$ cat src/rtl/dlmac_pkg.sv
// DLfloat16 MAC sequencer: shared constants, FSM state encoding and
// a NaN-pattern helper used by the operand register and the top.
package dlmac_pkg;

    localparam int          DL_W    = 16;
    localparam logic [15:0] DL_NAN  = 16'hFFFF;
    localparam logic [15:0] DL_ZERO = 16'h0000;
    localparam logic [15:0] DL_ONE  = 16'h3E00;

    typedef enum logic [2:0] {
        ST_IDLE  = 3'd0,
        ST_CLEAR = 3'd1,
        ST_FEED  = 3'd2,
        ST_DRAIN = 3'd3,
        ST_DONE  = 3'd4
    } state_t;

    function automatic logic is_nan(input logic [DL_W-1:0] v);
        return v == DL_NAN;
    endfunction

endpackage

$ cat src/rtl/dlmac_op_reg.sv
// Operand pipeline register feeding the MAC: captures a/b on each
// accepted operand pair and pulses mac_en the following cycle.
// Ports: clk, rst (async high), clr (drop nan flag), hs (handshake),
//        a/b in, mac_a/mac_b/mac_en out, nan (sticky flag out).
// Optional: DLMAC_NAN_ABORT_EN gates mac_en after a NaN operand.
module dlmac_op_reg
    import dlmac_pkg::*;
(
    input  logic            clk,
    input  logic            rst,
    input  logic            clr,
    input  logic            hs,
    input  logic [DL_W-1:0] a,
    input  logic [DL_W-1:0] b,
    output logic [DL_W-1:0] mac_a,
    output logic [DL_W-1:0] mac_b,
    output logic            mac_en,
    output logic            nan
);

    logic fire;

`ifdef DLMAC_NAN_ABORT_EN
    logic nan_q;
    logic hit;

    // The NaN pair itself is suppressed too, not just later ones.
    assign hit  = hs && (is_nan(a) || is_nan(b));
    assign fire = hs && !nan_q && !hit;
    assign nan  = nan_q;

    always_ff @(posedge clk or posedge rst) begin
        if (rst) begin
            nan_q <= 1'b0;
        end else if (clr) begin
            nan_q <= 1'b0;
        end else if (hit) begin
            nan_q <= 1'b1;
        end
    end
`else
    logic unused_clr;

    assign unused_clr = clr;
    assign fire       = hs;
    assign nan        = 1'b0;
`endif

    always_ff @(posedge clk or posedge rst) begin
        if (rst) begin
            mac_a  <= DL_ZERO;
            mac_b  <= DL_ZERO;
            mac_en <= 1'b0;
        end else begin
            mac_en <= fire;
            if (hs) begin
                mac_a <= a;
                mac_b <= b;
            end
        end
    end

endmodule

$ cat src/rtl/dlmac_seq_ctrl.sv
// Sequencer for one DLfloat16 dot product of length N on the MAC.
// Ports: cmd_* (length command), op_* (operand stream), mac_* (MAC
//        drive/acc), res_* (result), busy; clk, rst (async high).
// Optional: DLMAC_NAN_ABORT_EN forces a NaN result after NaN input.
module dlmac_seq_ctrl
    import dlmac_pkg::*;
#(
    parameter int LEN_W   = 8,
    parameter int MAC_LAT = 2
) (
    input  logic             clk,
    input  logic             rst,
    input  logic             cmd_valid,
    output logic             cmd_ready,
    input  logic [LEN_W-1:0] cmd_len,
    input  logic             op_valid,
    output logic             op_ready,
    input  logic [15:0]      op_a,
    input  logic [15:0]      op_b,
    output logic             mac_clr,
    output logic             mac_en,
    output logic [15:0]      mac_a,
    output logic [15:0]      mac_b,
    input  logic [15:0]      mac_acc,
    output logic             res_valid,
    input  logic             res_ready,
    output logic [15:0]      res_data,
    output logic             busy
);

    localparam int DRN_W = $clog2(MAC_LAT + 2);

    state_t           state_q;
    state_t           state_d;
    logic [LEN_W-1:0] rem_q;
    logic [DRN_W-1:0] drn_q;
    logic             cmd_hs;
    logic             op_hs;
    logic             last_op;
    logic             drn_end;
    logic             nan;

    assign cmd_ready = (state_q == ST_IDLE);
    assign op_ready  = (state_q == ST_FEED);
    assign res_valid = (state_q == ST_DONE);
    assign busy      = (state_q != ST_IDLE);

    assign cmd_hs  = cmd_valid && cmd_ready;
    assign op_hs   = op_valid && op_ready;
    assign last_op = op_hs && (rem_q == LEN_W'(1));
    assign drn_end = (state_q == ST_DRAIN) && (drn_q == '0);

    always_ff @(posedge clk or posedge rst) begin
        if (rst) begin
            state_q <= ST_IDLE;
        end else begin
            state_q <= state_d;
        end
    end

    always_comb begin
        state_d = state_q;
        unique case (state_q)
            ST_IDLE: begin
                if (cmd_hs) begin
                    state_d = (cmd_len == '0) ? ST_DONE : ST_CLEAR;
                end
            end
            ST_CLEAR: state_d = ST_FEED;
            ST_FEED: begin
                if (last_op) begin
                    state_d = ST_DRAIN;
                end
            end
            ST_DRAIN: begin
                if (drn_end) begin
                    state_d = ST_DONE;
                end
            end
            ST_DONE: begin
                if (res_ready) begin
                    state_d = ST_IDLE;
                end
            end
            default: state_d = ST_IDLE;
        endcase
    end

    // mac_clr is registered so it lines up with the CLEAR cycle.
    always_ff @(posedge clk or posedge rst) begin
        if (rst) begin
            rem_q    <= '0;
            drn_q    <= '0;
            mac_clr  <= 1'b0;
            res_data <= DL_ZERO;
        end else begin
            mac_clr <= (state_d == ST_CLEAR);

            if (cmd_hs) begin
                rem_q <= cmd_len;
            end else if (op_hs) begin
                rem_q <= rem_q - LEN_W'(1);
            end

            if (last_op) begin
                drn_q <= DRN_W'(MAC_LAT);
            end else if (state_q == ST_DRAIN && drn_q != '0) begin
                drn_q <= drn_q - DRN_W'(1);
            end

            if (cmd_hs && cmd_len == '0) begin
                res_data <= DL_ZERO;
            end else if (drn_end) begin
                res_data <= nan ? DL_NAN : mac_acc;
            end
        end
    end

    dlmac_op_reg u_op_reg (
        .clk    (clk),
        .rst    (rst),
        .clr    (state_d == ST_CLEAR),
        .hs     (op_hs),
        .a      (op_a),
        .b      (op_b),
        .mac_a  (mac_a),
        .mac_b  (mac_b),
        .mac_en (mac_en),
        .nan    (nan)
    );

endmodule

$ cat config.mk
export PLATFORM = sky130hd
export DESIGN_NAME = dlmac_seq_ctrl
export DESIGN_NICKNAME = d
export VERILOG_FILES = /design/src/rtl/dlmac_pkg.sv /design/src/rtl/dlmac_op_reg.sv /design/src/rtl/dlmac_seq_ctrl.sv
export SDC_FILE = /design/constraint.sdc
export NUM_CORES = 1
export LEC_CHECK = 0
export ABC_AREA = 0
export CAP_MARGIN = 20
export CORE_ASPECT_RATIO = 0.8
export CORE_MARGIN = 3
export CORE_UTILIZATION = 40
export DETAILED_ROUTE_END_ITERATION = 16
export PLACE_DENSITY_LB_ADDON = 0.1
export SYNTH_ARGS = -nofsm -noshare
export SYNTH_HDL_FRONTEND = slang
export SYNTH_SLANG_ARGS = --single-unit
$ cat constraint.sdc
create_clock -name clk -period 2.23 [get_ports clk]
set_input_delay 0.223 -clock clk [delete_from_list [all_inputs] [get_ports clk]]
set_output_delay 0.223 -clock clk [all_outputs]
set_load 0.05 [all_outputs]
---- Yosys cells after proc, flatten, opt, wreduce, memory -nomap -nowiden ----
Cells that the tools add are included.
storage, ports and cells
  input bits .............................. 61
  output and inout port bits .............. 54
  memory bits (read-only) ................. 0
  logic and storage cells ................. 42
  latch bits .............................. 0
  flip-flop bits (word level) ............. 63
  bits in writable memories ............... 0
  memories ................................ 0
cells by class
  reduce and logical (&&, ||, !) cells .... 14
  divide/modulo/power cells ............... 0
  eq/ne operators ......................... 6
  magnitude comparators ................... 0
  shifts and indexed selects .............. 0
  muxes and demuxes ....................... 12
  bitwise gates (word level) .............. 0
  add/sub/neg operators ................... 2
  $mul .................................... 0
operators with widths
  kind                   count
  $mux W16               2
  $mux W8                2
  $mux W3                5
  $pmux W3 S5            1
  $eq A8 B1 Y1 const B   1
  $logic_not A8 Y1       1
  $reduce_bool A2 Y1     4
  $sub A8 B1 Y8 const B  1
  $eq A3 B1 Y1 const B   2
  $eq A3 B2 Y1 const B   2
  $logic_and A1 B1 Y1    6
  $mux W2                2
  $eq A3 B3 Y1 const B   1
  $logic_not A3 Y1       1
  $reduce_bool A3 Y1     1
  $logic_not A2 Y1       1
  $sub A2 B1 Y2 const B  1

---- Longest topological paths before layout ----
  depth in word-level cells ............... 6
  depth in mapped cells ................... 7
  gate-level depth less buffers ........... 6

---- Cells and area by module ----
Synthesis repeated with hierarchy kept, for this count alone.
unflattened totals
  cell total of the unflattened synthesis .. 232
  area total of the unflattened synthesis .. 2886.5 µm²
by module, submodules not included
  module          times used  area an instance (µm²)  cells each  sequential area each (µm²)
  dlmac_seq_ctrl  1           1501.4                  160         750.7
  dlmac_op_reg    1           1385.1                  72          825.8

---- Worst setup path after synthesis ----
Ideal clock, no wire load.
  path kind ............................... register -> register
  start ................................... register state_q[0]
  end ..................................... register res_data[0]
  setup time .............................. 0.121 ns
  arrival time ............................ 2.564 ns
  slack ................................... -0.455 ns
  clock period less this slack ............ 2.685 ns
  data required time ...................... 2.109 ns
  cell stages (with the launch flop) ...... 7
  buffers on the path ..................... 2
  cell sequence ........................... dfrtp_1 -> buf_6 -> nor3_1 -> nand2_2 -> nor2_2 -> buf_4 -> a21oi_1
on the way
  word-level cells in the longest chain between the ends .. 4
  elaborated cells between the ends (all ways) .. 7
  those cells by class .................... 1 x eq/ne; 1 x mux; 5 x reduce/logical
RTL lines
  element                                                RTL line               text
  start: declaration                                     dlmac_seq_ctrl.sv:33   state_t state_q;
  start signal: assignment                               dlmac_seq_ctrl.sv:57   state_q <= state_d;
  $logic_not A3 Y1 *                                     dlmac_seq_ctrl.sv:43   assign cmd_ready = (state_q == ST_IDLE);
  via cmd_ready                                          dlmac_seq_ctrl.sv:14   output logic cmd_ready,
  $logic_and A1 B1 Y1 *                                  dlmac_seq_ctrl.sv:48   assign cmd_hs = cmd_valid && cmd_ready;
  $logic_and A1 B1 Y1 *                                  dlmac_seq_ctrl.sv:111  if (cmd_hs && cmd_len == '0) begin
  $mux W16 / $reduce_bool A2 Y1 (equally long branches)  -
  end signal: assignment                                 dlmac_seq_ctrl.sv:114  res_data <= nan ? DL_NAN : mac_acc;
  end: declaration                                       dlmac_seq_ctrl.sv:27   output logic [15:0] res_data,
Mark *: on every way through the listed nets, which the timed path passes. The rest lies on a longest branch.
A chain may end at the register's enable or synchronous reset.

---- Final worst setup path ----
  start ................................... register state_q[0]
  end ..................................... output busy
on the way
  word-level cells in the longest chain between the ends .. 1
RTL lines
  element             RTL line              text
  $reduce_bool A3 Y1  dlmac_seq_ctrl.sv:46  assign busy = (state_q != ST_IDLE);
  end: declaration    dlmac_seq_ctrl.sv:28  output logic busy
Every way passes these cells.

==> results_dict.tcl <==
set metrics [dict create \
    r2r_setup_slack_ns 0.34 \
    hold_class "primary input to asynchronous set/reset pin" \
    skew_ns 0.00495 \
    synthCells 291 \
    grt_pass1_wl_mm 10.9 \
    slew_headroom_pct 58.4 \
    yosys_warnings 0 \
    timing.final.ws_setup_ns 0.0990 \
    status "completed" \
    nets 475 \
    cts_made_buffers 9 \
    setup_viol 0 \
    cpMaxStageDelayCell "clkdlybuf4s50_1" \
    clock-root-buffer "clkbuf_8" \
    antenna_found_initial 0 \
    core_mm2 0.00616 \
    rsz0062_at_grt "false" \
    die_h_um 78.7 \
    netlist_area_mm2 0.00264 \
    crit_type "flip-flop to primary output" \
    cts_hold_buf 0 \
    startpoint_type "flip-flop" \
    clockPowerShare_pct 12.9 \
    postPlaceCellArea_mm2 0.00390 \
    p_comb_share_pct 56.9 \
    synth_compound_area_share_pct 7.58 \
    power_density_mw_per_mm2 1650 \
    totalWireLength_mm 6.67 \
    met3_usage_pct 9.50 \
    ant_nets 0 \
    drv_cap 0 \
    port_buffers 114 \
    grt_pass1_vias 2264 \
    drt-initial-drc-count 81 \
    setup_tns_ns 0 \
    power.share.sequential_pct 30.2 \
    fp-row-count 25 \
    ys_seq_elements 63 \
    final_cells 494 \
    vias_per_cell 4.74 \
    grt_most_used_layer "met2" \
    endpoint_kind "primary output" \
    grt_use_met1_pct 22.4 \
    syn-num-nets 355 \
    synthAdderAreaFrac_pct 1.42 \
    synth_edf_count 0 \
    insertion_delay_ns 0.32 \
    wl_per_cell_um 13.5 \
    synthFlopType "dfrtp_1" \
    clock-sinks 63 \
    clk_pin_slew_ns 0.06 \
    cp_max_fo 10 \
    async_flop_share_pct 100 \
    switching_share_pct 48.5 \
    worstRegToRegCells 6 \
    synthSimpleGateAreaFrac_pct 27.1 \
    internal-power_mw 3.46 \
    synth.area.mux_share_pct 0 \
    clockBufferDepth 2 \
    worstReg2RegEnd "u_op_reg.mac_a[0]" \
    critical_path.top_delay_family "buffers and inverters" \
    gr-total-overflow 0 \
    synthDistinctLibCells 38 \
    drive_gt1_share_pct 6.54 \
    slew_violations 0 \
    leakage_nw 1.91 \
    area_growth_pct 54.3 \
    hpwl_mm 4.85 \
    max_stage_delay_ns 0.70 \
    path_cells "nor3_2 -> inv_1 -> clkdlybuf4s50_1" \
    finalCritPeriodShare_pct 95.6 \
    cts_setup_buffers 0 \
    die_x_um 96.9 \
    place_ws_ns 0.257 \
    worstMarginPinSlew_ns 0.624 \
    fmax_ghz 0.469 \
    synth_xor_area_share_pct 0.663 \
    fin_crit_ns 2.13 \
    r2r_start "state_q[0]" \
    fin_util_pct 66.2 \
    synth_top_family_by_area "simple AND/OR/NAND/NOR gates" \
    htreeDepth 3 \
    start_util_pct 42.9 \
    drc 0 \
    drtPass1Iterations 4 \
    finalHoldViolCount 0 \
    met2_usage_pct 27.2 \
    boundaryPins 115 \
    fillCellCount 507 \
    num_antenna_cells 0 \
    syn_area_per_cell_um2 9.08 \
    vdd_drop_max_v 0.000816 \
    worstPathArrival_ns 1.91 \
    finalInstanceArea_mm2 0.00408 \
    dr_total_vias 2342 \
    switching_power_mw 3.26 \
    dieArea_mm2 0.00762 \
    tritoncts "yes" \
    cp.buffers_inverters 2 \
    dpl.cell_count 481 \
    worstPathRequired_ns 2.01 \
    grt_use_total_pct 18.0 \
    synth_seq_area_share_pct 59.7 \
    grt_max_degree 37 \
    globalplace.congestion 0.776 \
]
[power groups by stage]
stage | clock network [mW] | registers (mW) | logic, mW
floorplan | 0 | 3.54 | 1.04
global placement | 0 | 2.04 | 3.83
detailed placement | 0 | 2.04 | 3.86
CTS | 0.897 | 2.04 | 3.86
global route | 0.953 | 2.12 | 4.06
finish | 0.866 | 2.03 | 3.82
[worst max-delay path by stage]
| stage | start | end | slack (ns) | depth (start not counted) |
|---|---|---|---|---|
| final | state_q[0] | busy | 0.1 | 3 |
| after global routing | state_q[0] | busy | 0.002 | 3 |
| after CTS | state_q[1] | op_ready | 0.002 | 2 |
| after global placement | op_valid | u_op_reg.mac_b[14] | 0.31 | 7 |
| after detailed placement | op_valid | u_op_reg.mac_b[12] | 0.26 | 7 |
| after floorplan | state_q[0] | res_data[0] | 0.11 | 6 |
[layer usage]
metal	wire, um	share of wire (%)
met5	0	0
met4	45	0.67
met3	654	9.8
met2	2970	45
met1	3000	45
[layout make-up]
class | count | area [um^2] | area share (%)
repair buffers | 122 | 1220 | 29.9
inverters | 8 | 30.0 | 0.737
well taps | 81 | 101 | 2.49
flip-flops and latches | 63 | 1580 | 38.7
multi-input cells | 207 | 981 | 24.1
clock inverters | 1 | 5.00 | 0.123
clock buffers | 12 | 165 | 4.05
[cell usage after synthesis, types with 2 or more instances]
library cell | count | area [um^2]
a21oi_1 | 18 | 90.1
a31oi_1 | 2 | 12.5
and2_1 | 2 | 12.5
buf_2 | 3 | 15.0
clkbuf_1 | 7 | 26.3
dfrtp_1 | 63 | 1580
ha_1 | 3 | 37.5
inv_1 | 7 | 26.3
nand2_1 | 139 | 522
nand3_1 | 6 | 30.0
nor2b_1 | 2 | 12.5
nor3b_1 | 2 | 15.0
nor4_1 | 3 | 18.8
o211ai_1 | 5 | 37.5
o21ai_0 | 4 | 20.0
or3_1 | 3 | 18.8
[sequential cells by signal (all words and copies together) (netlist names)]
signal / count
drn_q: 2
mac_clr: 1
rem_q: 8
res_data: 16
state_q: 3
u_op_reg.mac_a: 16
u_op_reg.mac_b: 16
u_op_reg.mac_en: 1
[placed cells by master (no fill, tap or decap), types with 2 or more instances in the layout]
cell             instances
a21oi_1                 18
nand3_1                  6
buf_4                    7
or3_1                    3
ha_1                     3
a31oi_1                  2
o211ai_1                 5
inv_1                    6
and2_1                   2
dfrtp_1                 63
nand2_1                139
o21ai_0                  4
clkbuf_8                12
nor4_1                   3
nor2b_1                  2
dlymetal6s2s_1           2
clkdlybuf4s50_1        111
[kinds of logic (layout without fill, tap and decap cells)]
| group | count (synthesis) | in the layout |
|---|---|---|
| adder cells (fa/ha/maj) | 3 | 3 |
| AND/OR/NAND/NOR | 168 | 168 |
| flip-flops | 63 | 63 |
| XOR/XNOR | 2 | 2 |
| buffers and inverters | 21 | 143 |
| AO/OA/AOI/OAI | 34 | 34 |
[metrics by stage]
step	hold slack (ns)	power [mW]
after detailed placement	0.462	5.90
after CTS	0.154	6.79
after floorplan	0.328	4.58
after global routing	0.158	7.12
final	0.162	6.72
after global placement	0.458	5.86
[timing repair]
action | CTS | global route
gates resized for setup | 1 | 2
pin swaps | 0 | 0
endpoints found under the setup margin | 1 | 2
Note: power is estimated with default switching activity, not from simulation.
